File: src/rtl/mcu_bus_window_writer_if.sv
// MCU 8080-style bus pins plus the x/y-addressed pixel stream, bundled for mcu_bus_window_writer.
// Latency: none (wiring only).
// Backpressure: pix_ready from the consumer side (master modport) throttles pix_valid.
// Ports: mcu_cs_n/mcu_rs/mcu_wr_n/mcu_rd_n/mcu_data_in from the MCU; mcu_data_out/mcu_data_oe back to it;
//        pix_valid/pix_data/pix_x/pix_y/pix_sof out to the frame-buffer writer, pix_ready back in.
interface mcu_bus_window_writer_if #(
    parameter int DW = 16,
    parameter int XW = 10,
    parameter int YW = 9
);
    logic          mcu_cs_n;
    logic          mcu_rs;
    logic          mcu_wr_n;
    logic          mcu_rd_n;
    logic [DW-1:0] mcu_data_in;
    logic [DW-1:0] mcu_data_out;
    logic          mcu_data_oe;

    logic          pix_valid;
    logic          pix_ready;
    logic [DW-1:0] pix_data;
    logic [XW-1:0] pix_x;
    logic [YW-1:0] pix_y;
    logic          pix_sof;

    // Slave: the bus decoder / pixel source.
    modport slave (
        input  mcu_cs_n, mcu_rs, mcu_wr_n, mcu_rd_n, mcu_data_in,
        output mcu_data_out, mcu_data_oe,
        output pix_valid, pix_data, pix_x, pix_y, pix_sof,
        input  pix_ready
    );

    // Master: the MCU driving the bus and the pixel consumer.
    modport master (
        output mcu_cs_n, mcu_rs, mcu_wr_n, mcu_rd_n, mcu_data_in,
        input  mcu_data_out, mcu_data_oe,
        input  pix_valid, pix_data, pix_x, pix_y, pix_sof,
        output pix_ready
    );
endinterface

File: src/rtl/mcu_bus_window_writer.sv
// 8080-style MCU bus slave: RS=0 selects a command, RS=1 loads window/PWM registers or streams pixels.
// Latency: SYNC_STAGES+1 clk from WR rise to commit; pixel beat presented the clock after commit.
// Backpressure: single-entry output register; a pixel arriving while it is full and not draining is dropped (sticky overflow).
// Ports: clk, rst (async, active-high); bus (mcu_bus_window_writer_if.slave): MCU pins and pixel stream;
//        pwm_duty: backlight duty register; overflow: sticky pixel-dropped flag.
// Build option: define MCU_READBACK_EN to enable RD readback of the selected register on mcu_data_out/mcu_data_oe.
module mcu_bus_window_writer #(
    parameter int DW          = 16,
    parameter int XW          = 10,
    parameter int YW          = 9,
    parameter int H_MAX       = 800,
    parameter int V_MAX       = 480,
    parameter int SYNC_STAGES = 2,
    parameter int PWM_BITS    = 4
) (
    input  logic                clk,
    input  logic                rst,
    mcu_bus_window_writer_if.slave bus,
    output logic [PWM_BITS-1:0] pwm_duty,
    output logic                overflow
);

    localparam logic [7:0] CMD_PWM    = 8'h01;
    localparam logic [7:0] CMD_ROW_S  = 8'h02;
    localparam logic [7:0] CMD_COL_S  = 8'h03;
    localparam logic [7:0] CMD_ROW_E  = 8'h06;
    localparam logic [7:0] CMD_COL_E  = 8'h07;
    localparam logic [7:0] CMD_STREAM = 8'h0F;
    localparam logic [7:0] CMD_STATUS = 8'h10;

    localparam logic [XW-1:0] COL_LAST = XW'(H_MAX - 1);
    localparam logic [YW-1:0] ROW_LAST = YW'(V_MAX - 1);

    typedef enum logic {ST_CFG, ST_STREAM} state_t;
    state_t state_q, state_d;

    // ---------------- input synchronisers ----------------
    logic [SYNC_STAGES-1:0] cs_sr, rs_sr, wr_sr;
    logic [DW-1:0]          dat_sr [SYNC_STAGES];
    logic                   cs_s, rs_s, wr_s;
    logic [DW-1:0]          dat_s;

    always_ff @(posedge clk or posedge rst) begin
        if (rst) begin
            cs_sr <= '1;
            rs_sr <= '0;
            wr_sr <= '1;
            for (int i = 0; i < SYNC_STAGES; i++) dat_sr[i] <= '0;
        end else begin
            cs_sr     <= {cs_sr[SYNC_STAGES-2:0], bus.mcu_cs_n};
            rs_sr     <= {rs_sr[SYNC_STAGES-2:0], bus.mcu_rs};
            wr_sr     <= {wr_sr[SYNC_STAGES-2:0], bus.mcu_wr_n};
            dat_sr[0] <= bus.mcu_data_in;
            for (int i = 1; i < SYNC_STAGES; i++) dat_sr[i] <= dat_sr[i-1];
        end
    end

    assign cs_s  = cs_sr[SYNC_STAGES-1];
    assign rs_s  = rs_sr[SYNC_STAGES-1];
    assign wr_s  = wr_sr[SYNC_STAGES-1];
    assign dat_s = dat_sr[SYNC_STAGES-1];

    // ---------------- write strobe decode ----------------
    // RS/data/CS are latched while synced WR is low, so the commit on the
    // rising edge uses the values from the last low cycle.
    logic          wr_q, lat_cs, lat_rs;
    logic [DW-1:0] lat_dat;

    always_ff @(posedge clk or posedge rst) begin
        if (rst) begin
            wr_q    <= 1'b1;
            lat_cs  <= 1'b1;
            lat_rs  <= 1'b0;
            lat_dat <= '0;
        end else begin
            wr_q <= wr_s;
            if (!wr_s) begin
                lat_cs  <= cs_s;
                lat_rs  <= rs_s;
                lat_dat <= dat_s;
            end
        end
    end

    logic commit, cmd_wr, reg_wr, pix_wr;
    assign commit = !wr_q && wr_s && !cs_s && !lat_cs;
    assign cmd_wr = commit && !lat_rs;
    assign reg_wr = commit && lat_rs && (state_q == ST_CFG);
    assign pix_wr = commit && lat_rs && (state_q == ST_STREAM);

    // ---------------- streaming FSM ----------------
    always_ff @(posedge clk or posedge rst) begin
        if (rst) state_q <= ST_CFG;
        else     state_q <= state_d;
    end

    // Any command write leaves streaming; only 0x0F (re)enters it.
    always_comb begin
        state_d = state_q;
        if (cmd_wr) state_d = (lat_dat[7:0] == CMD_STREAM) ? ST_STREAM : ST_CFG;
    end

    // ---------------- configuration registers ----------------
    logic [7:0]    cmd;
    logic [XW-1:0] col_s, col_e, col_in;
    logic [YW-1:0] row_s, row_e, row_in;

    assign col_in = (lat_dat > DW'(H_MAX - 1)) ? COL_LAST : lat_dat[XW-1:0];
    assign row_in = (lat_dat > DW'(V_MAX - 1)) ? ROW_LAST : lat_dat[YW-1:0];

    always_ff @(posedge clk or posedge rst) begin
        if (rst) begin
            cmd      <= '0;
            pwm_duty <= '0;
            col_s    <= '0;
            row_s    <= '0;
            col_e    <= COL_LAST;
            row_e    <= ROW_LAST;
        end else if (cmd_wr) begin
            cmd <= lat_dat[7:0];
        end else if (reg_wr) begin
            case (cmd)
                CMD_PWM:   pwm_duty <= lat_dat[PWM_BITS-1:0];
                CMD_ROW_S: row_s    <= row_in;
                CMD_COL_S: col_s    <= col_in;
                CMD_ROW_E: row_e    <= row_in;
                CMD_COL_E: col_e    <= col_in;
                default:   ;
            endcase
        end
    end

    // ---------------- active window, cursor, output register ----------------
    // The window is snapshotted at 0x0F so bound edits made later only apply
    // to the next stream; start>end collapses to a single row/column.
    logic [XW-1:0] win_cs, win_ce, cur_x, pix_x_q;
    logic [YW-1:0] win_rs, win_re, cur_y, pix_y_q;
    logic [DW-1:0] pix_data_q;
    logic          sof_pend, pix_valid_q, pix_sof_q, can_load;

    assign can_load = !pix_valid_q || bus.pix_ready;

    always_ff @(posedge clk or posedge rst) begin
        if (rst) begin
            win_cs      <= '0;
            win_ce      <= COL_LAST;
            win_rs      <= '0;
            win_re      <= ROW_LAST;
            cur_x       <= '0;
            cur_y       <= '0;
            sof_pend    <= 1'b0;
            overflow    <= 1'b0;
            pix_valid_q <= 1'b0;
            pix_sof_q   <= 1'b0;
            pix_data_q  <= '0;
            pix_x_q     <= '0;
            pix_y_q     <= '0;
        end else begin
            if (cmd_wr && lat_dat[7:0] == CMD_STREAM) begin
                win_cs   <= col_s;
                win_ce   <= (col_e > col_s) ? col_e : col_s;
                win_rs   <= row_s;
                win_re   <= (row_e > row_s) ? row_e : row_s;
                cur_x    <= col_s;
                cur_y    <= row_s;
                sof_pend <= 1'b1;
            end
            if (cmd_wr && lat_dat[7:0] == CMD_STATUS) overflow <= 1'b0;

            if (pix_wr) begin
                if (can_load) begin
                    pix_valid_q <= 1'b1;
                    pix_data_q  <= lat_dat;
                    pix_x_q     <= cur_x;
                    pix_y_q     <= cur_y;
                    pix_sof_q   <= sof_pend;
                end else begin
                    overflow <= 1'b1;
                end
                // Cursor advances even for a dropped pixel so the image stays aligned.
                sof_pend <= 1'b0;
                if (cur_x == win_ce) begin
                    cur_x <= win_cs;
                    if (cur_y == win_re) begin
                        cur_y    <= win_rs;
                        sof_pend <= 1'b1;
                    end else begin
                        cur_y <= cur_y + 1'b1;
                    end
                end else begin
                    cur_x <= cur_x + 1'b1;
                end
            end else if (pix_valid_q && bus.pix_ready) begin
                pix_valid_q <= 1'b0;
            end
        end
    end

    assign bus.pix_valid = pix_valid_q;
    assign bus.pix_data  = pix_data_q;
    assign bus.pix_x     = pix_x_q;
    assign bus.pix_y     = pix_y_q;
    assign bus.pix_sof   = pix_sof_q;

    // ---------------- optional readback ----------------
`ifdef MCU_READBACK_EN
    logic [SYNC_STAGES-1:0] rd_sr;
    logic                   rd_s, rd_active, oe_q;
    logic [DW-1:0]          rb_sel, out_q;

    always_ff @(posedge clk or posedge rst) begin
        if (rst) rd_sr <= '1;
        else     rd_sr <= {rd_sr[SYNC_STAGES-2:0], bus.mcu_rd_n};
    end
    assign rd_s = rd_sr[SYNC_STAGES-1];

    // WR low has priority over RD: never drive the bus during a write.
    assign rd_active = !cs_s && !rd_s && rs_s && wr_s;

    always_comb begin
        rb_sel = '0;
        case (cmd)
            CMD_PWM:    rb_sel = DW'(pwm_duty);
            CMD_ROW_S:  rb_sel = DW'(row_s);
            CMD_COL_S:  rb_sel = DW'(col_s);
            CMD_ROW_E:  rb_sel = DW'(row_e);
            CMD_COL_E:  rb_sel = DW'(col_e);
            CMD_STATUS: rb_sel = DW'({overflow, state_q == ST_STREAM});
            default:    rb_sel = '0;
        endcase
    end

    always_ff @(posedge clk or posedge rst) begin
        if (rst) begin
            oe_q  <= 1'b0;
            out_q <= '0;
        end else begin
            oe_q  <= rd_active;
            out_q <= rd_active ? rb_sel : '0;
        end
    end

    assign bus.mcu_data_oe  = oe_q;
    assign bus.mcu_data_out = out_q;
`else
    assign bus.mcu_data_oe  = 1'b0;
    assign bus.mcu_data_out = '0;
`endif

endmodule

File: src/flat_wrapper.sv
// flat-port wrapper written by rule: the top's interface ports become plain ports
module mcu_bus_window_writer_flat 
#(
    parameter int DW          = 16,
    parameter int XW          = 10,
    parameter int YW          = 9,
    parameter int H_MAX       = 800,
    parameter int V_MAX       = 480,
    parameter int SYNC_STAGES = 2,
    parameter int PWM_BITS    = 4
)
  (clk, rst, pwm_duty, overflow, bus_mcu_cs_n, bus_mcu_rs, bus_mcu_wr_n, bus_mcu_rd_n, bus_mcu_data_in, bus_mcu_data_out, bus_mcu_data_oe, bus_pix_valid, bus_pix_data, bus_pix_x, bus_pix_y, bus_pix_sof, bus_pix_ready);
  mcu_bus_window_writer_if #(.DW(DW), .XW(XW), .YW(YW)) bus_i ();
  input  logic clk;
  input  logic rst;
  output logic [PWM_BITS-1:0] pwm_duty;
  output logic overflow;
  input wire logic [$bits(bus_i.mcu_cs_n)-1:0] bus_mcu_cs_n;
  input wire logic [$bits(bus_i.mcu_rs)-1:0] bus_mcu_rs;
  input wire logic [$bits(bus_i.mcu_wr_n)-1:0] bus_mcu_wr_n;
  input wire logic [$bits(bus_i.mcu_rd_n)-1:0] bus_mcu_rd_n;
  input wire logic [$bits(bus_i.mcu_data_in)-1:0] bus_mcu_data_in;
  output wire logic [$bits(bus_i.mcu_data_out)-1:0] bus_mcu_data_out;
  output wire logic [$bits(bus_i.mcu_data_oe)-1:0] bus_mcu_data_oe;
  output wire logic [$bits(bus_i.pix_valid)-1:0] bus_pix_valid;
  output wire logic [$bits(bus_i.pix_data)-1:0] bus_pix_data;
  output wire logic [$bits(bus_i.pix_x)-1:0] bus_pix_x;
  output wire logic [$bits(bus_i.pix_y)-1:0] bus_pix_y;
  output wire logic [$bits(bus_i.pix_sof)-1:0] bus_pix_sof;
  input wire logic [$bits(bus_i.pix_ready)-1:0] bus_pix_ready;
  assign bus_i.mcu_cs_n = bus_mcu_cs_n;
  assign bus_i.mcu_rs = bus_mcu_rs;
  assign bus_i.mcu_wr_n = bus_mcu_wr_n;
  assign bus_i.mcu_rd_n = bus_mcu_rd_n;
  assign bus_i.mcu_data_in = bus_mcu_data_in;
  assign bus_mcu_data_out = bus_i.mcu_data_out;
  assign bus_mcu_data_oe = bus_i.mcu_data_oe;
  assign bus_pix_valid = bus_i.pix_valid;
  assign bus_pix_data = bus_i.pix_data;
  assign bus_pix_x = bus_i.pix_x;
  assign bus_pix_y = bus_i.pix_y;
  assign bus_pix_sof = bus_i.pix_sof;
  assign bus_i.pix_ready = bus_pix_ready;
  mcu_bus_window_writer #(.DW(DW), .XW(XW), .YW(YW), .H_MAX(H_MAX), .V_MAX(V_MAX), .SYNC_STAGES(SYNC_STAGES), .PWM_BITS(PWM_BITS)) u_core (.clk(clk), .rst(rst), .bus(bus_i), .pwm_duty(pwm_duty), .overflow(overflow));
endmodule
File: config.mk
export PLATFORM = sky130hd
export DESIGN_NAME = mcu_bus_window_writer_flat
export DESIGN_NICKNAME = d
export VERILOG_FILES = /design/src/rtl/mcu_bus_window_writer_if.sv /design/src/rtl/mcu_bus_window_writer.sv /design/src/flat_wrapper.sv
export SDC_FILE = /design/constraint.sdc
export NUM_CORES = 1
export LEC_CHECK = 0
export BUFFER_PORTS_ARGS = -buffer_cell sky130_fd_sc_hd__buf_4
export CAP_MARGIN = 15
export CORE_MARGIN = 3
export CORE_UTILIZATION = 45
export CTS_CLUSTER_DIAMETER = 30
export DETAILED_ROUTE_END_ITERATION = 10
export PLACE_DENSITY = 0.64
export SYNTH_ARGS = -nofsm -noshare
export SYNTH_HDL_FRONTEND = slang
export SYNTH_SLANG_ARGS = --single-unit
File: constraint.sdc
create_clock -name clk -period 9.6 [get_ports clk]
set_clock_uncertainty 0.05 [all_clocks]
set_input_delay 1.44 -clock clk [delete_from_list [all_inputs] [get_ports clk]]
set_output_delay 1.44 -clock clk [all_outputs]
set_load 0.01 [all_outputs]
==> results by group <==
Outcome
  – Status: completed

Clocking
  – CTS tree: built
  – Hold buffer count at CTS: 0
  – H-Tree Depth: 2
  – CTS root buf: clkbuf_16
  – Postcts setup bufs: 0
  – Clk sinks: 204
  – CTS resizes: 0
  – Clk_lat worst skew: 0.51 ns
  – Clock buffer depth: 3
  – Clk slew on worst S/H paths: 0.05 ns
  – CTS Buf Count: 40

Drt
  – Final ANT Viol Nets: 0
  – Drc violations: 0
  – Wire per inst: 16.6 um
  – Via Count: 5826
  – DR iter-0 viols: 445
  – Routed WL: 18.5 mm
  – Vias/cell: 5.23
  – First-pass DRT Iterations: 5

Timing
  – RSZ-0062 raised after global routing: false
  – Final Critical Period: 3.09 ns
  – Period utilization: 32.2%
  – Final hold vios: 0
  – Final setup fails: 0
  – Slew Limit Fails: 0
  – Worst-Margin Slew: 0.969 ns
  – Worst hold slack: 0.289 ns
  – Slew headroom: 35.4%
  – FMAX: 323 MHz
  – Final setup TNS: 0 ns
  – Worst setup margin: 6.51 ns

Setup path
  – CP bufs+invs: 0
  – Worst R2R Setup Slack: 6.51 ns
  – Crit path largest cell delay: 0.89 ns
  – FF-to-FF path depth: 4
  – Worst setup path class: flop to flop
  – Sequence of cells on the critical path: and2_4 -> and3_1 -> and2_2 -> mux2_2
  – Crit-path slowest cell: and2_2
  – CP top delay family: simple AND/OR/NAND/NOR gates
  – WP data arrival: 3.43 ns
  – Startpoint types: flop
  – Req. time, crit path: 9.93 ns
  – Worst setup EP type: flop
  – Crit Reg-Reg Endpoint: u_core.bus.pix_data[1]
  – Worst-path fanout max: 36
  – R2R Path Start: u_core.wr_sr[1]

Power and ir drop
  – Worst vdd ir: 158 uV
  – Cell Pwr Density: 223 mW/mm^2
  – Pleak: 0.00509 uW

GRT
  – Number of global-route vias before repair: 6117
  – First-pass GRT wire length: 31.4 mm
  – Antenna violations before repair: 0
  – Largest net degree at the start of global routing: 137
  – Overall routing resource usage: 17.8%
  – Total gr overflow: 0

Logic synthesis
  – Sequential cell area fraction in the yosys report: 58.4%
  – #FFs+latches synth: 204
  – Post-synthesis average cell area: 11.8 um^2
  – Cell variety after synth: 54
  – Syn Inst Count: 745
  – Top FF cell, synth: dfrtp_1
  – Synthesized area: 0.00882 mm^2
  – Post-synth EDFFs: 0
  – Asr flop ratio synth: 100%
  – Synth Warn #: 0

Placed design
  – Post-detail-place hpwl: 12.0 mm
  – Gp weighted congestion: 0.844
  – Pre-CTS setup slack: 6.36 ns
  – Port Buf Inserts: 63
  – Placed cell area: 0.00944 mm^2

Die
  – # IOs: 82
  – Die Wd: 146 um
  – Rows: 50
  – Starting density of the core: 46.5%
  – Core area: 0.0190 mm^2
  – Die extent in y: 146 um
  – Die area: 0.0213 mm^2

Min path
  – WHS Path Cells: 0
  – Hold path endpoint: u_core.dat_s[4]
  – Hold path start: u_core.dat_sr[20]
  – HP Class: flop to flop

Finish
  – Most common cell after layout, fill and taps aside: dfrtp_1
  – Commonest cells after routing, fill and taps aside: 168 x dfrtp_1, 81 x nand2_1, 66 x mux2_2
  – Fillers: 1588
  – Multi-input logic area: 0.00338 mm^2
  – Fin area: 0.0108 mm^2
  – Area delta synth->final: 22.2%
  – Share of cells above drive strength 1: 29.1%
  – # diodes: 0
  – Post-layout net count: 865
  – Final core occ: 56.9%
  – FF+latch area: 0.00515 mm^2

Job
  – Maxcap violations: 0
power breakdown:
group,total [uW],internal [uW],leakage [uW],switching [uW]
clock network,1350,906,0.000661,441
registers,944,905,0.00258,39.8
logic,117,54.1,0.00185,63.3
total,2410,1860,0.00509,544
worst max path at each step:
stage,from,endpoint,slack [ns],depth (start not counted)
after floorplan,rst,u_core.bus.pix_data[0],2.60,1
after global placement,rst,u_core.cur_x[1],6.43,3
after detailed placement,rst,u_core.bus.pix_y[1],6.36,3
after CTS,u_core.wr_sr[1],u_core.bus.pix_x[0],6.49,4
after global routing,u_core.wr_sr[1],u_core.bus.pix_data[1],6.29,4
final,u_core.wr_sr[1],u_core.bus.pix_data[1],6.51,4
synth_stat cells (2+ instances only):
cell type | number | share of area (%)
nor4_1 | 4 | 0.28
xnor2_1 | 13 | 1.3
and2_4 | 2 | 0.20
o22ai_1 | 2 | 0.14
xor2_1 | 20 | 2.0
o211ai_1 | 4 | 0.34
a31oi_1 | 3 | 0.21
nand3b_1 | 2 | 0.17
mux2_2 | 66 | 8.4
nand3_1 | 17 | 0.96
clkbuf_1 | 16 | 0.68
nor2_1 | 44 | 1.9
a221o_1 | 20 | 2.3
nor2b_1 | 3 | 0.21
dfstp_2 | 36 | 11
o311a_1 | 2 | 0.23
and3_1 | 9 | 0.64
and4_1 | 5 | 0.50
buf_2 | 11 | 0.62
a21oi_1 | 32 | 1.8
nand2_1 | 81 | 3.4
inv_1 | 24 | 1.0
dfrtp_1 | 168 | 48
and2_1 | 21 | 1.5
ha_1 | 21 | 3.0
a21o_1 | 10 | 0.85
mux2i_1 | 19 | 2.2
nand4_1 | 4 | 0.28
nor3_1 | 2 | 0.11
a22oi_1 | 3 | 0.26
o21ai_0 | 41 | 2.3
buf_4 | 18 | 1.5
worst register-to-register path: stages, from the launching register on:
cell	delay [ns]
dfstp_2	0.82
and2_4	0.25
and3_1	0.50
and2_2	0.90
mux2_2	0.46
flip-flops by register name (all words and copies together) (netlist names), 9 cells and up:
name / flops
u_core.win_cs: 10
u_core.dat_s: 16
u_core.lat_dat: 16
u_core.dat_sr: 16
u_core.win_rs: 9
u_core.bus.pix_x: 10
u_core.cur_x: 10
u_core.win_ce: 10
u_core.col_e: 10
u_core.cur_y: 9
u_core.bus.pix_data: 16
u_core.row_s: 9
u_core.bus.pix_y: 9
u_core.win_re: 9
u_core.col_s: 10
u_core.row_e: 9
metal layers:
layer | track usage [%] | vias to the layer above | part of all wire (%)
li1 | - | 2731 | -
met1 | 24.2 | 2898 | 44
met2 | 28.6 | 170 | 48
met3 | 4.08 | 27 | 6.1
met4 | 5.79 | 0 | 1.9
met5 | 0 | - | 0
through the flow:
step	instances	total power (uW)
finish	1113	2410
global route	1113	2510
CTS	1113	2440
detailed placement	1039	1070
global placement	1039	1070
floorplan	761	1040
logic make-up after synthesis:
group	Yosys count	synth area share, %
AND/OR/NAND/NOR	209	11.9
flip-flops	204	58.4
AO/OA/AOI/OAI	121	8.80
multiplexers	85	10.6
buffers and inverters	71	4.03
XOR/XNOR	33	3.28
adder cells (fa/ha/maj)	21	2.98
other	1	0.0425
final cells by class:
cell class / count / area share [%]
sequential: 204 / 47.8
multi-input combinational: 486 / 31.3
clock buffer: 57 / 10.9
timing repair buffer: 65 / 4.53
tap: 260 / 3.02
clock inverter: 17 / 1.54
inverter: 24 / 0.905
Power figures use the tool's default switching activity.
